$ cat config.mk
export PLATFORM = sky130hd
export DESIGN_NAME = display_scanner_flat
export DESIGN_NICKNAME = d
export VERILOG_FILES = /design/src/rtl/display_scanner_pkg.sv /design/src/rtl/display_scanner_if.sv /design/src/rtl/lz_detect.sv /design/src/rtl/display_scanner.sv /design/src/flat_wrapper.sv
export SDC_FILE = /design/constraint.sdc
export NUM_CORES = 1
export LEC_CHECK = 0
export CAP_MARGIN = 20
export CORE_ASPECT_RATIO = 0.6
export CORE_MARGIN = 10
export CORE_UTILIZATION = 46
export CTS_BUF_LIST = sky130_fd_sc_hd__clkbuf_16
export CTS_CLUSTER_DIAMETER = 100
export DETAILED_ROUTE_END_ITERATION = 12
export GPL_ROUTABILITY_DRIVEN = 0
export HOLD_SLACK_MARGIN = 0.08
export PLACE_DENSITY = 0.81
export SETUP_SLACK_MARGIN = 0.3
export SYNTH_ARGS = -nofsm -noshare
export SYNTH_HDL_FRONTEND = slang
export SYNTH_SLANG_ARGS = --single-unit
$ cat constraint.sdc
create_clock -name clk -period 2.7 [get_ports clk]
set_input_delay 0.81 -clock clk [delete_from_list [all_inputs] [get_ports clk]]
set_output_delay 0.81 -clock clk [all_outputs]
set_load 0.01 [all_outputs]
$ cat src/rtl/display_scanner_pkg.sv
// Shared types and defaults for the 7-segment scan block.
// No logic: enum, default timing constants and a sizing helper.
// No handshake of its own; consumed by display_scanner and its testbench.
package display_scanner_pkg;

    typedef enum logic {BLANK, SHOW} scan_state_t;

    localparam int DEF_NDIGITS      = 8;
    localparam int DEF_DIGIT_CYCLES = 100000;
    localparam int DEF_BLANK_CYCLES = 2;

    function automatic int max_int(input int a, input int b);
        return (a > b) ? a : b;
    endfunction

endpackage

$ cat src/rtl/display_scanner_if.sv
// Bundles the display value/control inputs and the scan outputs.
// Pure wiring, zero latency.
// No backpressure: load is a strobe; outputs are free-running.
interface display_scanner_if #(
    parameter int NDIGITS = 8
);
    logic [4*NDIGITS-1:0] value_in;
    logic                 load;
    logic [NDIGITS-1:0]   enable_mask;
    logic                 lz_blank;
    logic [3:0]           hexdigit;
    logic [NDIGITS-1:0]   digitselect;
    logic                 frame_done;
    logic                 update_pending;

    modport master (
        output value_in, load, enable_mask, lz_blank,
        input  hexdigit, digitselect, frame_done, update_pending
    );

    modport slave (
        input  value_in, load, enable_mask, lz_blank,
        output hexdigit, digitselect, frame_done, update_pending
    );
endinterface

$ cat src/rtl/lz_detect.sv
// Leading-zero blanking: digit i stays lit unless it and every digit above it are zero.
// Combinational, zero latency. Digit 0 is always reported lit.
// No backpressure.
module lz_detect #(
    parameter int NDIGITS = 8
) (
    input  logic [4*NDIGITS-1:0] value_i,
    input  logic                 lz_blank_i,
    output logic [NDIGITS-1:0]   lit_mask_o
);

    logic zero_above;

    always_comb begin
        lit_mask_o = '1;
        zero_above = 1'b1;
        for (int i = NDIGITS - 1; i >= 1; i--) begin
            zero_above = zero_above & (value_i[4*i +: 4] == 4'h0);
            if (lz_blank_i && zero_above) begin
                lit_mask_o[i] = 1'b0;
            end
        end
    end

endmodule

$ cat src/rtl/display_scanner.sv
// Time-multiplexes a double-buffered hex value across NDIGITS common-segment digits.
// Outputs registered: they reflect the state entered on each edge; commits land at frame wrap.
// No backpressure: load is accepted every cycle, last load in a frame wins.
module display_scanner
    import display_scanner_pkg::*;
#(
    parameter int NDIGITS      = DEF_NDIGITS,
    parameter int DIGIT_CYCLES = DEF_DIGIT_CYCLES,
    parameter int BLANK_CYCLES = DEF_BLANK_CYCLES
) (
    input  logic              clk,
    input  logic              rst_n,
    display_scanner_if.slave  bus
);

    localparam int CNT_W = $clog2(max_int(DIGIT_CYCLES, BLANK_CYCLES) + 1);
    localparam int IDX_W = (NDIGITS > 1) ? $clog2(NDIGITS) : 1;

    localparam logic [CNT_W-1:0] SHOW_LAST  = CNT_W'(DIGIT_CYCLES - 1);
    localparam logic [CNT_W-1:0] BLANK_LAST = CNT_W'((BLANK_CYCLES > 0) ? BLANK_CYCLES - 1 : 0);
    localparam logic [IDX_W-1:0] IDX_LAST   = IDX_W'(NDIGITS - 1);
    // With no guard gap the scan never visits BLANK, so SHOW is both entry and loop state.
    localparam scan_state_t      GAP_STATE  = (BLANK_CYCLES > 0) ? BLANK : SHOW;

    scan_state_t          state_q, state_d;
    logic [IDX_W-1:0]     idx_q, idx_d;
    logic [CNT_W-1:0]     cnt_q, cnt_d;
    logic [4*NDIGITS-1:0] active_q, active_d;
    logic [4*NDIGITS-1:0] shadow_q, shadow_d;
    logic                 pending_q, pending_d;
    logic [3:0]           hexdigit_q, hexdigit_d;
    logic [NDIGITS-1:0]   digitselect_q, digitselect_d;
    logic                 frame_done_q, frame_done_d;
    logic                 commit;
    logic                 lit_now;
    logic [NDIGITS-1:0]   lit_mask;

    // Blanking looks at the value about to be displayed so a fresh commit is judged correctly.
    lz_detect #(
        .NDIGITS (NDIGITS)
    ) u_lz_detect (
        .value_i    (active_d),
        .lz_blank_i (bus.lz_blank),
        .lit_mask_o (lit_mask)
    );

    always_ff @(posedge clk or negedge rst_n) begin
        if (!rst_n) begin
            state_q       <= GAP_STATE;
            idx_q         <= '0;
            cnt_q         <= '0;
            active_q      <= '0;
            shadow_q      <= '0;
            pending_q     <= 1'b0;
            hexdigit_q    <= 4'h0;
            digitselect_q <= '1;
            frame_done_q  <= 1'b0;
        end else begin
            state_q       <= state_d;
            idx_q         <= idx_d;
            cnt_q         <= cnt_d;
            active_q      <= active_d;
            shadow_q      <= shadow_d;
            pending_q     <= pending_d;
            hexdigit_q    <= hexdigit_d;
            digitselect_q <= digitselect_d;
            frame_done_q  <= frame_done_d;
        end
    end

    always_comb begin
        state_d      = state_q;
        idx_d        = idx_q;
        cnt_d        = cnt_q + CNT_W'(1);
        active_d     = active_q;
        shadow_d     = shadow_q;
        pending_d    = pending_q;
        commit       = 1'b0;

        case (state_q)
            BLANK: begin
                if (cnt_q == BLANK_LAST) begin
                    state_d = SHOW;
                    cnt_d   = '0;
                end
            end
            SHOW: begin
                if (cnt_q == SHOW_LAST) begin
                    state_d = GAP_STATE;
                    cnt_d   = '0;
                    if (idx_q == IDX_LAST) begin
                        idx_d  = '0;
                        commit = 1'b1;
                    end else begin
                        idx_d = idx_q + IDX_W'(1);
                    end
                end
            end
            default: begin
                state_d = GAP_STATE;
                cnt_d   = '0;
            end
        endcase

        // Commit takes the old shadow; a coinciding load refills the shadow and keeps pending set.
        if (commit && pending_q) begin
            active_d  = shadow_q;
            pending_d = 1'b0;
        end
        if (bus.load) begin
            shadow_d  = bus.value_in;
            pending_d = 1'b1;
        end
        frame_done_d = commit;
    end

    always_comb begin
        hexdigit_d    = active_d[4*idx_d +: 4];
        lit_now       = (state_d == SHOW) && bus.enable_mask[idx_d] && lit_mask[idx_d];
        digitselect_d = lit_now ? ~(NDIGITS'(1) << idx_d) : '1;
    end

    assign bus.hexdigit       = hexdigit_q;
    assign bus.digitselect    = digitselect_q;
    assign bus.frame_done     = frame_done_q;
    assign bus.update_pending = pending_q;

endmodule

$ cat src/flat_wrapper.sv
// flat-port wrapper written by rule: the top's interface ports become plain ports
module display_scanner_flat import display_scanner_pkg::*;
#(
    parameter int NDIGITS      = DEF_NDIGITS,
    parameter int DIGIT_CYCLES = DEF_DIGIT_CYCLES,
    parameter int BLANK_CYCLES = DEF_BLANK_CYCLES
)
  (clk, rst_n, bus_value_in, bus_load, bus_enable_mask, bus_lz_blank, bus_hexdigit, bus_digitselect, bus_frame_done, bus_update_pending);
  display_scanner_if #(.NDIGITS(NDIGITS)) bus_i ();
  input  logic clk;
  input  logic rst_n;
  input wire logic [$bits(bus_i.value_in)-1:0] bus_value_in;
  input wire logic [$bits(bus_i.load)-1:0] bus_load;
  input wire logic [$bits(bus_i.enable_mask)-1:0] bus_enable_mask;
  input wire logic [$bits(bus_i.lz_blank)-1:0] bus_lz_blank;
  output wire logic [$bits(bus_i.hexdigit)-1:0] bus_hexdigit;
  output wire logic [$bits(bus_i.digitselect)-1:0] bus_digitselect;
  output wire logic [$bits(bus_i.frame_done)-1:0] bus_frame_done;
  output wire logic [$bits(bus_i.update_pending)-1:0] bus_update_pending;
  assign bus_i.value_in = bus_value_in;
  assign bus_i.load = bus_load;
  assign bus_i.enable_mask = bus_enable_mask;
  assign bus_i.lz_blank = bus_lz_blank;
  assign bus_hexdigit = bus_i.hexdigit;
  assign bus_digitselect = bus_i.digitselect;
  assign bus_frame_done = bus_i.frame_done;
  assign bus_update_pending = bus_i.update_pending;
  display_scanner #(.NDIGITS(NDIGITS), .DIGIT_CYCLES(DIGIT_CYCLES), .BLANK_CYCLES(BLANK_CYCLES)) u_core (.clk(clk), .rst_n(rst_n), .bus(bus_i));
endmodule
==> reports/qor.csv, run 1 <==
stage,metric,value,unit
status,status,"finished, final reports clean",
clocking,ctsRootBufferMaster,clkbuf_16,
floorplan,design.die.area,0.0142,mm^2
worst_setup_path,r2r_setup_slack,0.03,ns
sta,setup_tns,0,ns
global_route,global_route_wire_length_before_repair,19700,um
synthesis,synth-edff-count,0,
synthesis,synth.cell_area,0.00449,mm^2
global_route,grt_pass1_vias,3686,
worst_setup_path,critical_path_peak_fanout,6,
final_layout,finalNetCount,539,
sta,timing.final.setup_violations,0,
final_layout,antennaDiodeCount,0,
worst_setup_path,crit_path_frequent_cell,mux2_2,
sta,period_share,99.0,%
worst_setup_path,crit_buf_inv,1,
sta,achievable-frequency,374,MHz
worst_setup_path,cp_slowest_cell,or4_4,
detailed_routing,drt_first_pass_iters,7,
floorplan,die_height,96.5,um
final_layout,layout-drive-gt1-share,32.1,%
floorplan,coreArea,0.00932,mm^2
power_and_ir_drop,share_seq_of_total_power,53.3,%
worst_hold_path,worst_hold_path_type,input port to asynchronous set/reset pin,
sta,tightestPinTransition,0.733,ns
worst_setup_path,timing_worst_setup_path_type,register to register,
power_and_ir_drop,p_sw,686,uW
placed_design,detailed_place_hpwl,8770,um
worst_setup_path,worstPathArrival,2.91,ns
clocking,cts_sinks,99,
synthesis,postSynth.topFlopCell,dfrtp_1,
detailed_routing,route.vias.total,3515,
global_route,initial_antenna_violation_count,0,
clocking,cts_max_level,3,
synthesis,synthDistinctLibCells,54,
clocking,cts_inserted_buffers,9,
power_and_ir_drop,combinationalPowerShare,5.9,%
synthesis,synth.net_count,435,
sta,report.final.slew_viol_count,0,
worst_setup_path,setup.worst_path.start_class,register,
detailed_routing,drc_errors,0,
placed_design,io_buffers,57,
final_layout,finish.utilization,64.5,%
floorplan,dieWidth,147,um
synthesis,async_reset_ff_share,100,%
clocking,clock_path_buffers,2,
detailed_routing,post_drt_wl_per_cell,19.0,um
detailed_routing,drt-initial-drc-count,295,
clocking,cts_tree,done,
power_and_ir_drop,switching_share,23.2,%
synthesis,yosys_warnings,0,
job,max_cap_viol_count,0,
power_and_ir_drop,cell_internal_pwr,2270,uW
sta,relSlewSlack,50.7,%
final_layout,final-instance-count-excl-fill,626,
synthesis,postSynthCellCount,387,
synthesis,ys_seq_elements,99,
power_and_ir_drop,vdd_ir_drop_max,0.000297,V
worst_setup_path,crit_path_cell_trace,"nand3_1, or4_4, or3_4, buf_12, mux2_2, mux2_2, a221oi_2, a21oi_1",
worst_setup_path,crit_path_max_incr_delay,0.51,ns
clocking,cts_hold_buffers,0,
clocking,clk_latency,0.35,ns
clocking,cts.clk_slew.worst_paths,0.07,ns
worst_setup_path,worst_ep_required_time,2.94,ns
worst_setup_path,worst-r2r-cell-count,8,
sta,finalWorstPathRequiredPeriod,2.67,ns
worst_setup_path,worstReg2RegStart,u_core.state_q$_DFF_PN0_,
global_route,grt_start_max_net_pins,57,
floorplan,boundaryPins,58,
synthesis,synth-seq-area-share,55.5,%
worst_setup_path,worstSetupEndpointType,register,
floorplan,initial_core_util,48.1,%
power_and_ir_drop,power.share.clock,40.8,%
sta,final_number_of_hold_violating_endpoints,0,
worst_setup_path,critPathTopFamily,simple AND/OR/NAND/NOR gates,
detailed_routing,detail_route.wirelength,11900,um
power_and_ir_drop,total_leakage_power,0.00276,uW
floorplan,placement_rows,27,
sta,grt_setup_unrepaired,true,
final_layout,areaGrowthSynthToFinish,34.1,%
detailed_routing,ant_nets,0,
worst_setup_path,critical_path.reg2reg.endpoint,u_core.bus.hexdigit[0]$_DFF_PN0_,
placed_design,place.detailed.instances,603,
sta,final_clock_skew,0.00864,ns
final_layout,fillers,717,
final_layout,multi_input_logic_area,0.00204,mm^2
power_and_ir_drop,cellPowerDensity,492,mW/mm^2
synthesis,synthesis.area_per_instance,11.6,um^2
detailed_routing,drt-vias-per-instance,5.62,
global_route,globalRoute.totalOverflow,0,
global_route,grt_use_total,17.5,%
power_and_ir_drop,fin_total_pwr,2960,uW
final_layout,area.sequential,0.00249,mm^2
-- cells by family (layout without fill, tap and decap cells) --
| group | Yosys count | count (layout) | synth area share (%) |
|---|---|---|---|
| buf+inv | 22 | 131 | 2.34 |
| flops | 99 | 99 | 55.5 |
| compound gates | 42 | 42 | 6.95 |
| xor+xnor | 15 | 15 | 2.93 |
| mux | 60 | 60 | 14.9 |
| simple gates | 145 | 145 | 16.3 |
| fa+ha+maj | 4 | 4 | 1.12 |
-- what timing repair did --
| item | in CTS | in global routing |
|---|---|---|
| gates cloned | 2 | 0 |
| setup endpoints to repair | 12 | 12 |
| buffers inserted | 4 | 1 |
| resized for setup | 20 | 15 |
| pin swaps | 12 | 12 |
-- cells in the mapped netlist (3+ instances only) --
cell | n | share of area [%]
dfrtp_1 | 91 | 51
nand2_1 | 55 | 4.6
mux2_2 | 54 | 14
nor2_1 | 21 | 1.8
nand3_1 | 20 | 2.2
nor4_1 | 11 | 1.5
xnor2_1 | 11 | 2.1
clkbuf_1 | 9 | 0.75
and3_1 | 8 | 1.1
dfstp_2 | 8 | 4.7
o21ai_0 | 7 | 0.78
inv_1 | 6 | 0.50
mux2i_1 | 6 | 1.3
o211ai_1 | 6 | 1.0
nand2b_1 | 5 | 0.70
a21oi_1 | 4 | 0.45
and2_1 | 4 | 0.56
ha_1 | 4 | 1.1
nor3_1 | 4 | 0.45
xor2_1 | 4 | 0.78
a221oi_1 | 3 | 0.59
a32oi_1 | 3 | 0.59
buf_2 | 3 | 0.33
or2_2 | 3 | 0.42
or4_1 | 3 | 0.50
-- stage by stage --
stage	cell area [um^2]	setup slack [ns]	hold slack (ns)
2_1_floorplan	4500	-0.0400	0.434
3_3_place_gp	5510	-0.00602	0.477
3_5_place_dp	5510	-0.0254	0.491
4_1_cts	5940	0.00524	0.354
5_1_grt	6020	-0.0755	0.366
6_report	6020	0.0263	0.354
-- placed cells by master, fill, tap and decap left out, types with 3 or more instances in the layout --
cell type / Yosys / final
mux2_2: 54 / 49
clkbuf_16: 0 / 9
nor2_1: 21 / 19
nand2_1: 55 / 55
nand2b_1: 5 / 5
buf_4: 0 / 45
o211ai_1: 6 / 6
nand3_1: 20 / 16
dfrtp_1: 91 / 91
and2_1: 4 / 4
inv_6: 0 / 3
clkdlybuf4s50_1: 0 / 56
dfstp_2: 8 / 8
and3_1: 8 / 7
xor2_1: 4 / 4
nor3_1: 4 / 3
xnor2_1: 11 / 11
nor4_1: 11 / 11
nand3_2: 0 / 4
inv_1: 6 / 7
a21oi_1: 4 / 4
mux2_4: 0 / 5
mux2i_1: 6 / 6
or4_1: 3 / 3
o21ai_0: 7 / 5
-- flip-flops by register name (all words and copies together), names as in the netlist --
register,count
u_core.bus.hexdigit,4
u_core.cnt_q,17
u_core.active_q,32
u_core.idx_q,3
u_core.bus.update_pending,1
u_core.bus.digitselect,8
u_core.state_q,1
u_core.bus.frame_done,1
u_core.shadow_q,32
-- power by group through the flow --
| stage | combinational [uW] | clock (uW) | sequential [uW] |
|---|---|---|---|
| 5_1_grt | 194 | 1280 | 1580 |
| 6_report | 176 | 1210 | 1580 |
| 4_1_cts | 178 | 1230 | 1570 |
| 3_3_place_gp | 171 | 0 | 1600 |
| 3_5_place_dp | 177 | 0 | 1600 |
| 2_1_floorplan | 66.5 | 0 | 1580 |
-- final cells by class --
type	count	area share [%]
clock inverters	7	0.832
inverters	8	0.499
well taps	130	2.70
multi-input cells	266	34.0
flip-flops and latches	99	41.3
clock buffers	9	3.74
repair buffers	107	16.9
-- worst max path at each step --
stage / from / endpoint / slack [ns] / cells past startpoint
2_1_floorplan: u_core.cnt_q[0]$_DFF_PN0_ / u_core.bus.hexdigit[0]$_DFF_PN0_ / -0.04 / 10
3_3_place_gp: u_core.cnt_q[1]$_DFF_PN0_ / u_core.bus.hexdigit[3]$_DFF_PN0_ / -0.006 / 10
3_5_place_dp: u_core.cnt_q[1]$_DFF_PN0_ / u_core.bus.hexdigit[1]$_DFF_PN0_ / -0.03 / 11
4_1_cts: u_core.cnt_q[0]$_DFF_PN0_ / u_core.bus.digitselect[1]$_DFF_PN1_ / 0.005 / 9
5_1_grt: u_core.cnt_q[0]$_DFF_PN0_ / u_core.bus.digitselect[1]$_DFF_PN1_ / -0.08 / 9
6_report: u_core.state_q$_DFF_PN0_ / u_core.bus.hexdigit[0]$_DFF_PN0_ / 0.03 / 8
-- layer usage --
metal  vias to the layer above  track usage, %  wire length (um)
met5                         -               0                 0
met4                         0            4.93               159
met3                        20            6.26               869
met2                       141            26.2              5210
met1                      1761            23.7              5680
li1                       1593               -                 -
No activity file was read; power rests on OpenSTA's default activity.
==> run 2: changes to the inputs <==
- CORE_ASPECT_RATIO: 0.6 -> default
- SETUP_SLACK_MARGIN: 0.3 -> default
- SKIP_LAST_GASP: default -> 1
==> run 2 against run 1 <==
Compared with the run above:
- sequential cell count stayed put
- first-iteration DRC count is 7.5% lower
- non-clock buffer count is 11 lower
- power is 9.1% higher
- cell area is 1.6% lower
- hold slack better by 0.10 ns
- register-to-register slack worse by 0.02 ns
- sequential power hardly changed
- setup slack worse by 0.019 ns
- utilization is 1.4 points lower
- critical path type unchanged
==> reports/qor.csv, run 2 (synthesized netlist as in run 1, its figures left out) <==
stage,metric,value,unit,change
global_route,grt_pass1_vias,3590,,was 3686
power_and_ir_drop,switching_share,20.8,%,was 23.2%
worst_setup_path,worstReg2RegStart,u_core.cnt_q[0]$_DFF_PN0_,,was u_core.state_q$_DFF_PN0_
sta,tightestPinTransition,0.546,ns,was 0.733 ns
floorplan,coreArea,0.00937,mm^2,was 0.00932 mm^2
sta,report.final.slew_viol_count,0,,unchanged
sta,grt_setup_unrepaired,true,,unchanged
clocking,cts_tree,done,,unchanged
detailed_routing,drc_errors,0,,unchanged
worst_setup_path,timing_worst_setup_path_type,register to register,,unchanged
power_and_ir_drop,share_seq_of_total_power,48.7,%,was 53.3%
floorplan,dieWidth,119,um,was 147 um
power_and_ir_drop,power.share.clock,45.9,%,was 40.8%
power_and_ir_drop,combinationalPowerShare,5.4,%,was 5.9%
final_layout,fillers,734,,was 717
global_route,globalRoute.totalOverflow,0,,unchanged
detailed_routing,drt-initial-drc-count,273,,was 295
sta,finalWorstPathRequiredPeriod,2.69,ns,was 2.67 ns
global_route,global_route_wire_length_before_repair,18400,um,was 19700 um
worst_setup_path,worst-r2r-cell-count,9,,was 8
worst_setup_path,critical_path_peak_fanout,10,,was 6
final_layout,areaGrowthSynthToFinish,31.9,%,was 34.1%
clocking,ctsRootBufferMaster,clkbuf_16,,unchanged
sta,timing.final.setup_violations,0,,unchanged
worst_setup_path,r2r_setup_slack,0.007,ns,was 0.03 ns
clocking,cts_inserted_buffers,9,,unchanged
power_and_ir_drop,cellPowerDensity,545,mW/mm^2,was 492 mW/mm^2
worst_setup_path,worst_setup_path_start,u_core.cnt_q[0]$_DFF_PN0_,,was u_core.state_q$_DFF_PN0_
worst_setup_path,worstSetupEndpointType,register,,unchanged
sta,whs,0.456,ns,was 0.354 ns
power_and_ir_drop,fin_total_pwr,3230,uW,was 2960 uW
sta,final_clock_skew,0.00466,ns,was 0.00864 ns
final_layout,layout.cell_area.non_filler,0.00592,mm^2,was 0.00602 mm^2
final_layout,multi_input_logic_area,0.00197,mm^2,was 0.00204 mm^2
job,max_cap_viol_count,0,,unchanged
power_and_ir_drop,p_sw,670,uW,was 686 uW
sta,final_number_of_hold_violating_endpoints,0,,unchanged
floorplan,initial_core_util,47.9,%,was 48.1%
detailed_routing,route.vias.total,3430,,was 3515
detailed_routing,drt-vias-per-instance,5.59,,was 5.62
final_layout,final_cell_mix,"91 x dfrtp_1, 56 x clkdlybuf4s50_1, 55 x nand2_1, 53 x mux2_2, 36 x buf_4",,"was 91 x dfrtp_1, 56 x clkdlybuf4s50_1, 55 x nand2_1, 49 x mux2_2, 45 x buf_4"
sta,period_share,99.7,%,was 99.0%
worst_setup_path,worstPathArrival,2.95,ns,was 2.91 ns
placed_design,pre_cts_ws,-0.0712,ns,was -0.0254 ns
clocking,cts_hold_buffers,0,,unchanged
clocking,clk_latency,0.34,ns,was 0.35 ns
power_and_ir_drop,total_leakage_power,0.00273,uW,was 0.00276 uW
placed_design,io_buffers,57,,unchanged
worst_hold_path,worst_hold_path_type,input port to asynchronous set/reset pin,,unchanged
detailed_routing,drt_first_pass_iters,5,,was 7
power_and_ir_drop,vdd_ir_drop_max,0.000417,V,was 0.000297 V
clocking,cts.clk_slew.worst_paths,0.07,ns,about the same
global_route,grt_start_max_net_pins,43,,was 57
worst_setup_path,setup.worst_path.start_class,register,,unchanged
worst_setup_path,worst_ep_required_time,2.96,ns,was 2.94 ns
power_and_ir_drop,cell_internal_pwr,2560,uW,was 2270 uW
sta,achievable-frequency,371,MHz,was 374 MHz
detailed_routing,ant_nets,0,,unchanged
status,status,"finished, final reports clean",,unchanged
global_route,grt_use_total,15.8,%,was 17.5%
detailed_routing,detail_route.wirelength,11200,um,was 11900 um
sta,relSlewSlack,63.6,%,was 50.7%
worst_setup_path,critical_path.reg2reg.endpoint,u_core.bus.digitselect[3]$_DFF_PN1_,,was u_core.bus.hexdigit[0]$_DFF_PN0_
final_layout,area.sequential,0.00249,mm^2,unchanged
sta,setup_ws,0.00686,ns,was 0.0263 ns
final_layout,most_common_library_cell_in_the_layout_ignoring_fill_and_taps,dfrtp_1,,unchanged
placed_design,placed_cell_area,0.00544,mm^2,was 0.00551 mm^2
final_layout,antennaDiodeCount,0,,unchanged
final_layout,layout-drive-gt1-share,29.1,%,was 32.1%
clocking,clock_path_buffers,2,,unchanged
floorplan,placement_rows,35,,was 27
floorplan,boundaryPins,58,,unchanged
clocking,cts_sinks,99,,unchanged
placed_design,detailed_place_hpwl,8170,um,was 8770 um
final_layout,finalNetCount,528,,was 539
global_route,initial_antenna_violation_count,0,,unchanged
worst_setup_path,cp-endpoint,u_core.bus.digitselect[3]$_DFF_PN1_,,was u_core.bus.hexdigit[0]$_DFF_PN0_
final_layout,top_regs,"u_core.active_q (32), u_core.shadow_q (32), u_core.cnt_q (17)",,unchanged
clocking,cts_max_level,3,,unchanged
floorplan,design.die.area,0.0141,mm^2,was 0.0142 mm^2
floorplan,die_height,119,um,was 96.5 um
detailed_routing,post_drt_wl_per_cell,18.2,um,was 19.0 um
## run 2: cell types whose count changed in the layout (fill, tap and decap cells not counted), sizes merged
cell / previous run / this run
buf: 51 / 39
bufbuf: 0 / 1
bufinv: 0 / 3
clkinv: 3 / 2
inv: 11 / 9
## run 2: how the worst min path moves through the flow
stage / startpoint / endpoint / depth (start not counted)
after floorplan: u_core.active_q[1]$_DFF_PN0_ / u_core.active_q[1]$_DFF_PN0_ / 2
after global placement: u_core.active_q[2]$_DFF_PN0_ / u_core.active_q[2]$_DFF_PN0_ / 2
after detailed placement: u_core.active_q[1]$_DFF_PN0_ / u_core.active_q[1]$_DFF_PN0_ / 2
after CTS: rst_n / u_core.cnt_q[8]$_DFF_PN0_ / 1
after global routing: rst_n / u_core.cnt_q[8]$_DFF_PN0_ / 1
final: rst_n / u_core.cnt_q[11]$_DFF_PN0_ / 1
## run 2: metal layers
metal	up-vias	track usage [%]	wire length (um)
li1	1588	-	-
met2	147	25.8	5270
met4	0	6.56	322
met3	27	4.24	807
met1	1668	19.4	4760
met5	-	0	0
## run 2: what timing repair did
action                                  CTS  global route
endpoints found under the hold margin     0             0
resized for setup                         4            13
setup buffers                             2             2
pin swaps                                 5             3
cloned                                    1             0
endpoints found under the setup margin   11            12
## run 2: power by group through the flow
stage / logic [uW] / registers (uW) / clock network [uW]
2_1_floorplan: 66.4 / 1580 / 0
3_3_place_gp: 172 / 1600 / 0
3_5_place_dp: 176 / 1600 / 0
4_1_cts: 178 / 1570 / 1510
5_1_grt: 191 / 1580 / 1560
6_report: 173 / 1570 / 1480
## run 2: critical path, stage by stage, from the launching register on
cell      delay, ns
dfrtp_1        0.39
ha_4           0.16
nand3_4        0.07
or4_4          0.48
or3_4          0.37
buf_12         0.16
mux2_2         0.23
o221ai_1       0.13
a311o_2        0.40
o211ai_1       0.20
## run 2: per-stage QoR
stage	utilization [%]	std cells	setup TNS [ns]
3_3_place_gp	58.0	593	0
5_1_grt	63.2	614	-0.266
6_report	63.2	614	0
3_5_place_dp	58.0	593	-0.377
4_1_cts	62.4	612	-0.0798
2_1_floorplan	-	387	-0.0661
## run 2: layout make-up
type | count | area share, %
inverter | 8 | 0.571
timing repair buffer | 96 | 15.5
clock buffer | 9 | 3.81
sequential | 99 | 42.0
multi-input combinational | 266 | 33.3
tap | 129 | 2.73
clock inverter | 7 | 2.09
==> run 3: changes to the inputs <==
- HOLD_SLACK_MARGIN: 0.08 -> 0.06
==> results of run 3 <==
Same layout as run 2: the final DEF is identical, and so are final timing and power.
